### src/rtl/ps_tx_pkg.sv
// Shared types and constants for the parallel-to-serial TX scheduler.
// State encoding, default frame geometry and a counter-width helper.
package ps_tx_pkg;

    typedef enum logic [1:0] {
        ST_IDLE  = 2'd0,
        ST_LOAD  = 2'd1,
        ST_SHIFT = 2'd2,
        ST_GAP   = 2'd3
    } ps_state_e;

    localparam int DEF_N_REQ = 4;
    localparam int DEF_WIDTH = 32;
    localparam int DEF_GAP   = 2;

    // Bits needed to hold values 0..n-1 (at least one bit).
    function automatic int cnt_width(input int n);
        return (n <= 2) ? 1 : $clog2(n);
    endfunction

endpackage

### src/rtl/rr_arbiter.sv
// Combinational round-robin pick: first set request at or above ptr_i,
// wrapping modulo N_REQ. valid_o is low when no request is pending.
module rr_arbiter
    import ps_tx_pkg::*;
#(
    parameter int N_REQ = DEF_N_REQ,
    localparam int IDW  = cnt_width(N_REQ)
) (
    input  logic [N_REQ-1:0] req_i,
    input  logic [IDW-1:0]   ptr_i,
    output logic [IDW-1:0]   win_o,
    output logic             valid_o
);

    int idx;

    // Scan from the farthest offset back to the pointer so the nearest hit wins.
    always_comb begin
        win_o   = '0;
        valid_o = 1'b0;
        idx     = 0;
        for (int k = N_REQ - 1; k >= 0; k--) begin
            idx = int'(ptr_i) + k;
            if (idx >= N_REQ) begin
                idx = idx - N_REQ;
            end
            if (req_i[idx]) begin
                win_o   = IDW'(idx);
                valid_o = 1'b1;
            end
        end
    end

endmodule

### src/rtl/ps_tx_scheduler.sv
// Round-robin scheduler sharing one serializer among N_REQ requesters.
// Optional statistics outputs (FRAME_CNT, OVERLAP) when PS_TX_STATS_EN is defined.
module ps_tx_scheduler
    import ps_tx_pkg::*;
#(
    parameter int N_REQ = DEF_N_REQ,
    parameter int WIDTH = DEF_WIDTH,
    parameter int GAP   = DEF_GAP,
    localparam int IDW  = cnt_width(N_REQ)
) (
    input  logic                   CLK,
    input  logic                   RESET,
    input  logic [N_REQ-1:0]       REQ,
    input  logic [N_REQ*WIDTH-1:0] DATA_IN,
    output logic [N_REQ-1:0]       GNT,
    output logic [WIDTH-1:0]       P_IN,
    output logic                   S_START,
    output logic                   BUSY,
    output logic [IDW-1:0]         CUR_ID,
`ifdef PS_TX_STATS_EN
    output logic [15:0]            FRAME_CNT,
    output logic [N_REQ-1:0]       OVERLAP,
`endif
    output ps_state_e              DBG_STATE
);

    localparam int CNT_MAX = (WIDTH > GAP) ? WIDTH : GAP;
    localparam int CW      = cnt_width(CNT_MAX);
    localparam logic [CW-1:0] BIT_LAST = CW'(WIDTH - 1);
    localparam logic [CW-1:0] GAP_LAST = (GAP > 0) ? CW'(GAP - 1) : '0;

    ps_state_e        state_q, state_d;
    logic [IDW-1:0]   ptr_q, ptr_d;
    logic [IDW-1:0]   cur_id_q, cur_id_d;
    logic [WIDTH-1:0] p_in_q, p_in_d;
    logic [CW-1:0]    cnt_q, cnt_d;

    logic [IDW-1:0]   arb_win;
    logic             arb_valid;

    rr_arbiter #(.N_REQ(N_REQ)) u_arb (
        .req_i   (REQ),
        .ptr_i   (ptr_q),
        .win_o   (arb_win),
        .valid_o (arb_valid)
    );

    always_ff @(posedge CLK or negedge RESET) begin
        if (!RESET) begin
            state_q  <= ST_IDLE;
            ptr_q    <= '0;
            cur_id_q <= '0;
            p_in_q   <= '0;
            cnt_q    <= '0;
        end else begin
            state_q  <= state_d;
            ptr_q    <= ptr_d;
            cur_id_q <= cur_id_d;
            p_in_q   <= p_in_d;
            cnt_q    <= cnt_d;
        end
    end

    // Requests are only looked at in IDLE; the word is captured on the
    // arbitration edge and held until the next capture.
    always_comb begin
        state_d  = state_q;
        ptr_d    = ptr_q;
        cur_id_d = cur_id_q;
        p_in_d   = p_in_q;
        cnt_d    = cnt_q;
        case (state_q)
            ST_IDLE: begin
                if (arb_valid) begin
                    p_in_d   = DATA_IN[int'(arb_win)*WIDTH +: WIDTH];
                    cur_id_d = arb_win;
                    ptr_d    = (int'(arb_win) == N_REQ - 1) ? '0 : arb_win + IDW'(1);
                    state_d  = ST_LOAD;
                end
            end
            ST_LOAD: begin
                cnt_d   = BIT_LAST;
                state_d = ST_SHIFT;
            end
            ST_SHIFT: begin
                if (cnt_q == '0) begin
                    if (GAP > 0) begin
                        cnt_d   = GAP_LAST;
                        state_d = ST_GAP;
                    end else begin
                        state_d = ST_IDLE;
                    end
                end else begin
                    cnt_d = cnt_q - CW'(1);
                end
            end
            ST_GAP: begin
                if (cnt_q == '0) begin
                    state_d = ST_IDLE;
                end else begin
                    cnt_d = cnt_q - CW'(1);
                end
            end
            default: state_d = ST_IDLE;
        endcase
    end

    always_comb begin
        GNT = '0;
        if (state_q == ST_LOAD) begin
            GNT[cur_id_q] = 1'b1;
        end
    end

    assign S_START   = (state_q == ST_LOAD);
    assign BUSY      = (state_q != ST_IDLE);
    assign P_IN      = p_in_q;
    assign CUR_ID    = cur_id_q;
    assign DBG_STATE = state_q;

`ifdef PS_TX_STATS_EN
    logic [15:0]      frame_cnt_q;
    logic [N_REQ-1:0] overlap_q;

    always_ff @(posedge CLK or negedge RESET) begin
        if (!RESET) begin
            frame_cnt_q <= '0;
            overlap_q   <= '0;
        end else begin
            if (state_q == ST_SHIFT && cnt_q == '0 && frame_cnt_q != 16'hFFFF) begin
                frame_cnt_q <= frame_cnt_q + 16'd1;
            end
            if (state_q != ST_IDLE) begin
                overlap_q <= overlap_q | REQ;
            end
        end
    end

    assign FRAME_CNT = frame_cnt_q;
    assign OVERLAP   = overlap_q;
`endif

endmodule

### config.mk
export PLATFORM = sky130hd
export DESIGN_NAME = ps_tx_scheduler
export DESIGN_NICKNAME = d
export VERILOG_FILES = /design/src/rtl/ps_tx_pkg.sv /design/src/rtl/rr_arbiter.sv /design/src/rtl/ps_tx_scheduler.sv
export SDC_FILE = /design/constraint.sdc
export NUM_CORES = 1
export LEC_CHECK = 0
export CORE_ASPECT_RATIO = 1.1
export CORE_MARGIN = 8
export CORE_UTILIZATION = 38
export CTS_BUF_LIST = sky130_fd_sc_hd__clkbuf_2
export CTS_CLUSTER_SIZE = 25
export DETAILED_ROUTE_END_ITERATION = 10
export GPL_TIMING_DRIVEN = 0
export PLACE_DENSITY = 0.81
export SLEW_MARGIN = 10
export SYNTH_ARGS = -nofsm -noshare
export SYNTH_HDL_FRONTEND = slang
export SYNTH_SLANG_ARGS = --single-unit
### constraint.sdc
create_clock -name CLK -period 2.5 [get_ports CLK]
set_input_delay 0.5 -clock CLK [delete_from_list [all_inputs] [get_ports CLK]]
set_output_delay 0.5 -clock CLK [all_outputs]
set_load 0.005 [all_outputs]
==> impl_metrics.env <==
export IMPL_gp_congestion=0.777
export IMPL_worstPathMaxFanout=10
export IMPL_synth_top_cell_area_share_pct=39.1
export IMPL_area_growth_pct=70.2
export IMPL_clkTransAtPathRegs_ns=0.22
export IMPL_dpl_hpwl_um=8300
export IMPL_worstMarginPinSlew_ns=0.578
export IMPL_synth_avg_cell_area_um2=10.9
export IMPL_via_per_inst=5.27
export IMPL_fin_crit_sh_pct=96.0
export IMPL_leakage_nw=2.06
export IMPL_antennaDiodeCount=0
export IMPL_rows=32
export IMPL_cts_sinks=43
export IMPL_cts_root_buffer="clkbuf_2"
export IMPL_nFillCells=581
export IMPL_wl_per_cell_um=19.3
export IMPL_async_reset_ff_share_pct=100
export IMPL_cp_top_family="buffers and inverters"
export IMPL_grt_pass1_vias=3090
export IMPL_max_freq_ghz=0.417
export IMPL_crit_path_end_kind="primary output"
export IMPL_die_w_um=97.2
export IMPL_gr_usage_met2_pct=35.0
export IMPL_cts_hold_buf=0
export IMPL_setup_violations=0
export IMPL_synth_area_leader_cell="dfrtp_1"
export IMPL_drc=0
export IMPL_arrival_ns=1.90
export IMPL_synth_fp_nets=392
export IMPL_core_area_um2=7010
export IMPL_htreeDepth=2
export IMPL_final_hold_viol_count=0
export IMPL_required_ns=2.00
export IMPL_place_inst=514
export IMPL_port_buffer_count=175
export IMPL_period_needed_ns=2.40
export IMPL_seq_area_frac_synth_pct=39.1
export IMPL_crit_buf_inv=4
export IMPL_drv_cap=0
export IMPL_grt_max_degree=23
export IMPL_synth_cell_types=41
export IMPL_drive_gt1_share_pct=8.70
export IMPL_status="completed"
export IMPL_initial_utilization_pct=39.3
export IMPL_fp_dieH_um=105
export IMPL_slew_limit_headroom_pct=61.5
export IMPL_initialDrtViolationCount=64
export IMPL_vias=2752
export IMPL_cts_tree="built"
export IMPL_max_stage_delay_ns=0.50
export IMPL_maxSlewViolCount=0
export IMPL_grt_usage_pct=19.3
export IMPL_pre_cts_ws_ns=-0.118
export IMPL_crit_slowest_cell="clkdlybuf4s50_1"
export IMPL_path_cells="inv_1 > ha_1 > buf_4 > inv_2 > clkdlybuf4s50_1"
export IMPL_layout_cells_non_filler=522
export IMPL_critical_path_class="flop to primary output"
export IMPL_numCtsBuffers=5
export IMPL_grt_first_pass_wirelength_um=16200
export IMPL_grt_use_met3_pct=7.25
export IMPL_synthTopCellsByArea="dfrtp_1, mux2i_1, o221ai_1"
export IMPL_worstSetupStartpointType="flop"
export IMPL_rsz0062_at_grt="true"
export IMPL_fin_worst_skew_ns=0.00908
export IMPL_drt_wl_total_um=10100
export IMPL_gr_max_usage_layer="met2"
export IMPL_final_nets=576
export IMPL_netlist_area_um2=2760
export IMPL_power_density_nw_per_um2=934
export IMPL_use_met1_pct=20.3
export IMPL_synth_edff_count=0
export IMPL_ir_drop_mv=0.420
export IMPL_die_area_um2=10200
export IMPL_first_pass_iters=4
export IMPL_ant_nets=0
export IMPL_synth_seq_cells=43
export IMPL_finalWorstSetupSlack_ns=0.0999
export IMPL_grt_overflow=0
export IMPL_io_pins=176
export IMPL_clock_latency_ns=0.40
export IMPL_ys_warn_count=0
export IMPL_ys_flop_type="dfrtp_1"
export IMPL_holdCritPathClass="primary input to asynchronous set/reset pin"
export IMPL_antenna_found_initial=0
export IMPL_clock_path_buffers=2
export IMPL_postSynthCellCount=253
==> final timing paths <==
check,start,end,slack (ns),cells past startpoint
max,DBG_STATE[0]$_DFFE_PN0P_,BUSY,0.1,5
min,RESET,P_IN[8]$_DFFE_PN0P_,0.06,1
max reg2reg,DBG_STATE[0]$_DFFE_PN0P_,P_IN[31]$_DFFE_PN0P_,0.40,8
min reg2reg,P_IN[12]$_DFFE_PN0P_,P_IN[12]$_DFFE_PN0P_,0.51,2
max in group asynchronous,RESET,cnt_q[4]$_DFFE_PN0P_,1.94,2
min in group CLK,P_IN[12]$_DFFE_PN0P_,P_IN[12]$_DFFE_PN0P_,0.51,2
==> placed cells by master (no fill, tap or decap), types with 3 or more instances in the layout <==
| cell type | netlist | final |
|---|---|---|
| a21o_1 | 3 | 3 |
| clkbuf_1 | 3 | 3 |
| ha_1 | 5 | 4 |
| inv_1 | 8 | 6 |
| clkbuf_2 | 0 | 5 |
| clkdlybuf4s50_1 | 0 | 173 |
| mux2i_1 | 64 | 64 |
| o221ai_2 | 8 | 8 |
| nand2_1 | 37 | 37 |
| buf_2 | 7 | 7 |
| buf_4 | 4 | 6 |
| buf_12 | 3 | 3 |
| o21ai_0 | 5 | 5 |
| nor2_1 | 7 | 7 |
| o221ai_1 | 24 | 24 |
| dfrtp_1 | 43 | 43 |
==> cell type report <==
class / instances / area, um^2 / share of cell area, %
well taps: 85 / 106 / 2.27
plain buffers: 18 / 154 / 3.28
inverters: 8 / 30.0 / 0.640
flip-flops and latches: 43 / 1080 / 22.9
repair buffers: 177 / 1780 / 38.0
clock inverters: 2 / 8.76 / 0.187
clock buffers: 5 / 25.0 / 0.534
multi-input cells: 184 / 1510 / 32.1
==> registers in the layout, indices dropped and copies added (netlist names) <==
register / count
DBG_STATE: 2
P_IN: 32
cnt_q: 5
CUR_ID: 2
ptr_q: 2
==> timing repair <==
| action | 4_1_cts | 5_1_grt |
|---|---|---|
| endpoints found under the setup margin | 1 | 3 |
| pin swaps | 0 | 0 |
| buffers inserted | 1 | 0 |
| gates resized for setup | 0 | 7 |
==> per-stage QoR <==
| stage | area [um^2] | util [%] | total power [mW] | setup TNS, ns | hold slack, ns |
|---|---|---|---|---|---|
| CTS | 4680 | 66.8 | 4.42 | 0 | 0.0473 |
| finish | 4690 | 66.9 | 4.38 | 0 | 0.0562 |
| detailed placement | 4640 | 66.2 | 4.12 | -1.31 | 0.470 |
| floorplan | 2760 | - | 2.80 | 0 | 0.204 |
| global route | 4690 | 66.9 | 4.73 | -0.0246 | 0.0507 |
| global placement | 4610 | 65.8 | 4.02 | -12.80 | 0.467 |
==> synth_stat cells, types with 2 or more instances <==
cell,n
nand3_1,2
buf_2,7
inv_1,8
o41ai_1,2
o221ai_1,24
mux2i_1,64
o221ai_2,8
a21oi_1,2
o21ai_0,5
nor2b_1,2
buf_12,3
ha_1,5
buf_4,4
a21o_1,3
nor4_1,2
dfrtp_1,43
nor2_1,7
nand2_1,37
clkbuf_1,3
==> cells by family (layout without fill, tap and decap cells) <==
kind of cell,count (synthesis),after routing,share of synthesized area [%]
fa+ha+maj,5,5,2.27
buf+inv,26,210,6.58
mux,65,65,23.8
flops,43,43,39.1
compound gates,56,56,18.8
simple gates,58,58,9.54
==> per-layer routing <==
| layer | share of wire [%] | up-vias | wire length [um] |
|---|---|---|---|
| met5 | 0 | - | 0 |
| met4 | 1.5 | 0 | 154 |
| met3 | 8.1 | 10 | 811 |
| met2 | 52 | 111 | 5260 |
| met1 | 38 | 1304 | 3830 |
| li1 | - | 1327 | - |
==> report_power, final <==
part | total [mW] | switching, mW | leakage (nW) | internal [mW]
clock | 0.289 | 0.229 | 0.0262 | 0.0593
sequential | 1.27 | 0.235 | 0.513 | 1.03
combinational | 2.82 | 1.27 | 1.52 | 1.56
No activity file was read; power rests on OpenSTA's default activity.
